==> src/rtl/dct_stage4_pipe.sv <==
// rtl/dct_stage4_pipe.sv - final 8-point DCT butterfly stage with saturation, back-pressure and status
module dct_stage4_pipe #(
    parameter int                DATA_W     = 32,
    parameter int                FRAC_W     = 16,
    parameter logic [DATA_W-1:0] COEF       = DATA_W'(32'h00016A0A),
    parameter int                PIPE_DEPTH = 2,
    parameter bit                SAT        = 1'b1,
    parameter int                CNT_W      = 16
) (
    input  logic                clk,
    input  logic                reset,
    input  logic                in_valid,
    output logic                in_ready,
    input  logic                in_mode,
    input  logic [8*DATA_W-1:0] in_data,
    output logic                out_valid,
    input  logic                out_ready,
    output logic [8*DATA_W-1:0] out_data,
    input  logic                clr_stat,
    output logic                sat_flag,
    output logic [CNT_W-1:0]    blk_cnt
);

    localparam int LW = 8 * DATA_W;
    localparam int WW = 2 * DATA_W + 1;
    localparam logic signed [WW-1:0] MAX_V = {{(DATA_W+2){1'b0}}, {(DATA_W-1){1'b1}}};
    localparam logic signed [WW-1:0] MIN_V = {{(DATA_W+2){1'b1}}, {(DATA_W-1){1'b0}}};
    localparam logic signed [WW-1:0] RND_V = WW'(1) << (FRAC_W - 1);

    // Returns {saturated, value}; wrap mode never reports saturation.
    function automatic logic [DATA_W:0] reduce(input logic signed [WW-1:0] v);
        logic hi;
        logic lo;
        hi = (v > MAX_V);
        lo = (v < MIN_V);
        if (SAT && hi) return {1'b1, 1'b0, {(DATA_W-1){1'b1}}};
        if (SAT && lo) return {1'b1, 1'b1, {(DATA_W-1){1'b0}}};
        return {1'b0, v[DATA_W-1:0]};
    endfunction

    logic signed [DATA_W-1:0] o4, o5, o6, o7;
    assign o4 = in_data[4*DATA_W +: DATA_W];
    assign o5 = in_data[5*DATA_W +: DATA_W];
    assign o6 = in_data[6*DATA_W +: DATA_W];
    assign o7 = in_data[7*DATA_W +: DATA_W];

    logic adv;
    assign adv      = !out_valid || out_ready;
    assign in_ready = adv;

    logic                       s1_valid;
    logic                       s1_mode;
    logic [LW-1:0]              s1_lanes;
    logic signed [DATA_W:0]     s1_sum;
    logic signed [DATA_W:0]     s1_dif;
    logic signed [2*DATA_W-1:0] s1_p5;
    logic signed [2*DATA_W-1:0] s1_p6;

    always_ff @(posedge clk or posedge reset) begin
        if (reset) begin
            s1_valid <= 1'b0;
            s1_mode  <= 1'b0;
            s1_lanes <= '0;
            s1_sum   <= '0;
            s1_dif   <= '0;
            s1_p5    <= '0;
            s1_p6    <= '0;
        end else if (adv) begin
            s1_valid <= in_valid;
            s1_mode  <= in_mode;
            s1_lanes <= in_data;
            s1_sum   <= {o4[DATA_W-1], o4} + {o7[DATA_W-1], o7};
            s1_dif   <= {o7[DATA_W-1], o7} - {o4[DATA_W-1], o4};
            s1_p5    <= (2*DATA_W)'(o5) * (2*DATA_W)'($signed(COEF));
            s1_p6    <= (2*DATA_W)'(o6) * (2*DATA_W)'($signed(COEF));
        end
    end

    logic signed [WW-1:0] w_p5, w_p6;
    logic [DATA_W:0]      r_sum, r_dif, r_p5, r_p6;
    logic [LW-1:0]        s2_next;
    logic                 s2_sat;

    always_comb begin
        w_p5    = (WW'(s1_p5) + RND_V) >>> FRAC_W;
        w_p6    = (WW'(s1_p6) + RND_V) >>> FRAC_W;
        r_sum   = reduce(WW'(s1_sum));
        r_dif   = reduce(WW'(s1_dif));
        r_p5    = reduce(w_p5);
        r_p6    = reduce(w_p6);
        s2_next = s1_lanes;
        if (!s1_mode) begin
            // Output order D0..D7 = O0, sum, O2, O5*c, O1, O6*c, O3, diff
            s2_next[1*DATA_W +: DATA_W] = r_sum[DATA_W-1:0];
            s2_next[3*DATA_W +: DATA_W] = r_p5[DATA_W-1:0];
            s2_next[4*DATA_W +: DATA_W] = s1_lanes[1*DATA_W +: DATA_W];
            s2_next[5*DATA_W +: DATA_W] = r_p6[DATA_W-1:0];
            s2_next[6*DATA_W +: DATA_W] = s1_lanes[3*DATA_W +: DATA_W];
            s2_next[7*DATA_W +: DATA_W] = r_dif[DATA_W-1:0];
        end
        s2_sat = s1_valid && !s1_mode && (r_sum[DATA_W] || r_dif[DATA_W] || r_p5[DATA_W] || r_p6[DATA_W]);
    end

    logic [LW-1:0]       st_data [2:PIPE_DEPTH];
    logic [PIPE_DEPTH:2] st_valid;

    always_ff @(posedge clk or posedge reset) begin
        if (reset) begin
            st_valid <= '0;
            for (int i = 2; i <= PIPE_DEPTH; i++) st_data[i] <= '0;
        end else if (adv) begin
            st_valid[2] <= s1_valid;
            st_data[2]  <= s2_next;
            for (int i = 3; i <= PIPE_DEPTH; i++) begin
                st_valid[i] <= st_valid[i-1];
                st_data[i]  <= st_data[i-1];
            end
        end
    end

    assign out_valid = st_valid[PIPE_DEPTH];
    assign out_data  = st_data[PIPE_DEPTH];

    logic out_hs;
    assign out_hs = out_valid && out_ready;

    always_ff @(posedge clk or posedge reset) begin
        if (reset) begin
            sat_flag <= 1'b0;
            blk_cnt  <= '0;
        end else begin
            if (adv && s2_sat) sat_flag <= 1'b1;
            else if (clr_stat) sat_flag <= 1'b0;
            if (clr_stat)      blk_cnt  <= CNT_W'(out_hs);
            else if (out_hs)   blk_cnt  <= blk_cnt + 1'b1;
        end
    end

endmodule

==> config.mk <==
export PLATFORM = sky130hd
export DESIGN_NAME = dct_stage4_pipe
export DESIGN_NICKNAME = d
export VERILOG_FILES = /design/src/rtl/dct_stage4_pipe.sv
export SDC_FILE = /design/constraint.sdc
export NUM_CORES = 2
export LEC_CHECK = 0
export BUFFER_PORTS_ARGS = -buffer_cell sky130_fd_sc_hd__buf_2
export CORE_MARGIN = 5
export CORE_UTILIZATION = 60
export DETAILED_ROUTE_END_ITERATION = 16
export PLACE_DENSITY = 0.82
export SLEW_MARGIN = 10
export SYNTH_ARGS = -nofsm -noshare
export SYNTH_HDL_FRONTEND = slang
export SYNTH_SLANG_ARGS = --single-unit
==> constraint.sdc <==
create_clock -name clk -period 33 [get_ports clk]
set_clock_uncertainty 0.1 [all_clocks]
set_input_delay 6.6 -clock clk [delete_from_list [all_inputs] [get_ports clk]]
set_output_delay 6.6 -clock clk [all_outputs]
set_load 0.005 [all_outputs]
**Yosys cells after proc, flatten, opt, wreduce, memory -nomap -nowiden**

Index checks and enable logic that the tools add are counted.

- Input bits: 262
- Bits in registers: 696
- Logic and storage cells: 72
- Output and inout bits: 275

- Multiplexer cells: 34
- Add/subtract/negate cells: 5
- Multipliers: 2
- Order comparisons: 8
- Reduce and logical (&&, ||, !) cells: 12

Operator list:

| operator | count |
|---|---|
| 2-to-1 mux 33 bit | 16 |
| 2-to-1 mux 160 bit | 1 |
| adder 50 x 17 -> 51 bit, second input constant | 2 |
| multiplier 32 x 17 -> 49 bit, second input constant | 2 |
| greater-than comparator 35 x 32 -> 1 bit, second input constant | 2 |
| < comparator 35 x 32 -> 1 bit, second input constant | 2 |
| greater-than comparator 33 x 32 -> 1 bit, second input constant | 2 |
| < comparator 33 x 32 -> 1 bit, second input constant | 2 |
| adder 32 x 32 -> 33 bit | 1 |
| subtractor 32 x 32 -> 33 bit | 1 |
| 2-to-1 mux 16 bit | 2 |
| 2-to-1 mux 32 bit | 1 |
| adder 16 x 1 -> 16 bit, second input constant | 1 |
| 2-to-1 mux 1 bit | 14 |
| logical AND 1 bit | 4 |
| logical OR 1 bit | 4 |
| nonzero test 2 bit | 2 |
| logical NOT 1 bit | 2 |

**Longest topological paths before layout**

- Depth in word-level cells: 11
- Depth in mapped cells: 24
- Mapped depth without buffers: 23

**Worst setup path after synthesis**

No wires, ideal clock.

- Kind: input to output
- From: input out_ready
- To: output in_ready
- Cell stages on the path: 6
- Buffers on the path: 4
- Slack: 18.592 ns
- Arrival time: 7.708 ns
- Data required time: 26.300 ns
- Path through: nor2b_1 clkbuf_1 clkinv_1 clkbuf_1 clkbuf_1 clkbuf_1

- Longest elaborated chain between the ends: 1

RTL lines:

| what | RTL line | RTL |
|---|---|---|
| start, declared | 17 | `input logic out_ready,` |
| logical OR 1 bit | 48 | `assign adv = !out_valid \|\| out_ready;` |
| end, declared | 13 | `output logic in_ready,` |

No other way between the ends.

**Final worst setup path**

Ends and elaborated chain as after synthesis.

==> key figures <==
STA
  – Final min period: ~14 ns
  – RSZ-0062 raised after global routing: false
  – Tcrit/Tclk final: roughly 43%
  – Max Slew Vio Count: 0
  – Count of final setup violators: 0
  – Worst-margin pin slew: 1.29 ns
  – Final hold slack: ~0.36 ns
  – Slew headroom: 14.3%
  – Fmax: between 70 and 80 MHz
  – Setup_tns: 0 ns
  – Final hold vios: 0

Clock tree
  – Num CTS Buffers: 74
  – Clock Tree Buf Depth: 3
  – CTS H-tree lvls: 3
  – CTS tree: built
  – CTS Hold Buffers Added: 0
  – Worst skew pair latency: between 0.6 and 0.7 ns
  – Post-CTS setup buffer count: 0
  – Sink Count: about 670
  – Worst-path clk slew: about 0.06 ns
  – Post_cts resized: 0
  – Root Buffer: clkbuf_16

Pwr
  – Power per cell area: ~90 nW/µm²
  – Power Total: approximately 5 mW
  – VDD IR max: roughly 0.000091 V
  – Lkg Pwr: ~28 nW

Synth
  – Main area contributors after synthesis: dfrtp_1 35%, fa_1 13%, ha_1 13%, nand2_1 9.2%, inv_1 5.9%
  – Synth warn: 0
  – Post-Syn Instances: around 5300
  – Synthesized area: between 40000 and 50000 µm²
  – Most used DFF post-synth: dfrtp_1
  – Yosys top cell area share: about a third
  – Number of flops mapped to enable cells by yosys: 0
  – FF+latch count, synth: between 600 and 700
  – Avg Inst Size Synth: 9.08 µm²
  – Yosys cell types: 92
  – Fraction of registers with async set/reset: 100%
  – Sequential share of the synthesized area: between 30% and 40%
  – Syn_nets: between 6000 and 7000
  – Largest area contributor in the netlist: dfrtp_1

Placed design
  – Placed cells: ~6700
  – Routability cong.: 0.905
  – PortBufs: 536
  – Hpwl dp: between 100000 and 150000 µm

Floorplan
  – Die ar.: 85600 µm²
  – Die H: 293 µm
  – Initial core utilization: 60.6%
  – Core area: ~80000 µm²
  – Ports: approximately 540
  – Num rows: ~100
  – Die Wd: between 200 and 300 µm

Global route
  – Global-route wire length before repair: about 210000 µm
  – Initial antenna violation count: 27
  – Largest net degree at the start of global routing: ~250
  – Grt ovf: 0
  – Global Route Usage Sum: 30.6%
  – Vias in the first global route: between 30000 and 40000

Routing
  – DRC: 0
  – Vias post-DR: roughly 38000
  – Wire per inst: 19.4 µm
  – Initial drt markers: ~2600
  – Final wirelength: roughly 130000 µm
  – 1st-pass router iterations: 6
  – Detail Route Antenna Nets: 0
  – Detail-routed via count per cell: 5.59

Final layout
  – Area Growth Syn to Fin: 12.2%
  – Nets@finish: 6793
  – Filler instances: 6018
  – Most frequent cells in the layout: 1181 x nand2_1, 757 x inv_1, 666 x dfrtp_1
  – Seq. cell area: roughly 17000 µm²
  – Final cell count without fillers: 6814
  – Share of cells above drive strength 1: approximately an eighth
  – Most common cell after layout, fill and taps aside: nand2_1
  – Multi-input logic area: about 27000 µm²

Worst setup path
  – Worst path required time: 26.30 ns
  – Crit path launch type: input pin
  – Worst Setup End Kind: output pin
  – Crit path top cell by count: buf_2
  – Slowest stage cell, crit path: nor2b_4
  – Max FO, Critical Path: between 70 and 80
  – Cell Chain, Critical Path: buf_2 > nor2b_4 > inv_8 > buf_2
  – Arr. time, crit path: between 7 and 8 ns
  – Crit path largest cell delay: 0.24 ns
  – Critical path class: in -> out

Worst hold path
  – Type of the tightest min-delay check: reg -> reg

Job
  – Max-cap viol count: 0

Outcome
  – Status: finished clean
-- report_power, final --
group          internal [mW]  switching, mW  leakage (nW)
registers               1.04          0.171          7.94
logic                   1.21           1.70          18.7
clock network          0.484          0.356          1.21
total                   2.74           2.22          27.9
-- registers in the layout, indices dropped and copies added (netlist names) --
| signal | cells |
|---|---|
| sat_flag | 1 |
| s1_p5 | 35 |
| s1_sum | 33 |
| blk_cnt | 16 |
| s1_mode | 1 |
| out_valid | 1 |
| out_data | 256 |
| s1_p6 | 35 |
| s1_valid | 1 |
| s1_lanes | 256 |
| s1_dif | 32 |
-- layer usage --
layer  share of wire (%)  global-route usage [%]
met1                  39                    39.3
met2                  48                    51.0
met3                 8.5                    7.36
met4                 4.2                    11.5
met5                0.12                       0
-- synthesized netlist by cell type (all sizes together) (25+ instances only) --
cell type / n
o22ai: 74
or3: 49
nor2: 230
nand3: 38
nand2b: 25
clkbuf: 177
xnor2: 101
a21oi: 233
nand2: 1181
a21o: 28
o21ai: 323
ha: 513
inv: 759
fa: 322
buf: 42
nor3: 32
mux2i: 70
a211oi: 34
xor2: 80
nand4: 33
dfrtp: 667
-- final timing paths --
path	startpoint	endpoint	slack [ns]	depth (start not counted)
max	out_ready	in_ready	18.85	4
min	out_data[2]	out_data[2]	0.36	2
max reg2reg	s1_p5[16]	out_data[103]	29.09	10
min reg2reg	out_data[2]	out_data[2]	0.36	2
max in group asynchronous	reset	s1_dif[15]	23.74	5
min in group asynchronous	reset	out_data[26]	6.06	2
-- critical path, delay by kind of cell --
kind | cells | cell delay [ns]
buffers and inverters | 3 | 0.55
and+or+nand+nor | 1 | 0.24
-- area by class of cell --
cell class	instances	share of cell area, %
Inverter	760	5.34
Antenna cell	14	0.0652
Multi-Input combinational cell	3630	51.1
Tap cell	1050	2.44
Timing Repair Buffer	563	5.40
Clock buffer	102	3.92
Sequential cell	667	31.1
Clock inverter	28	0.659
-- cells by family after synthesis --
| group | Yosys count | synth area share, % |
|---|---|---|
| xor gates and xnor gates | 181 | 3.31 |
| and+or+nand+nor | 1679 | 14.7 |
| adders and majority gates | 835 | 26.8 |
| muxes | 74 | 1.56 |
| AOI/OAI and AO/OA | 861 | 10.8 |
| DFF | 667 | 34.8 |
| buffers and inverters | 979 | 7.89 |
-- metrics by stage --
stage,area (µm²),utilization (%),worst slack (ns)
after global routing,53800,67.9,18.81
final,53800,67.9,18.85
after floorplan,47900,-,7.61
after global placement,51300,64.8,18.87
after detailed placement,51300,64.8,18.87
after CTS,53700,67.9,18.86
(Power assumes the default switching activity.)
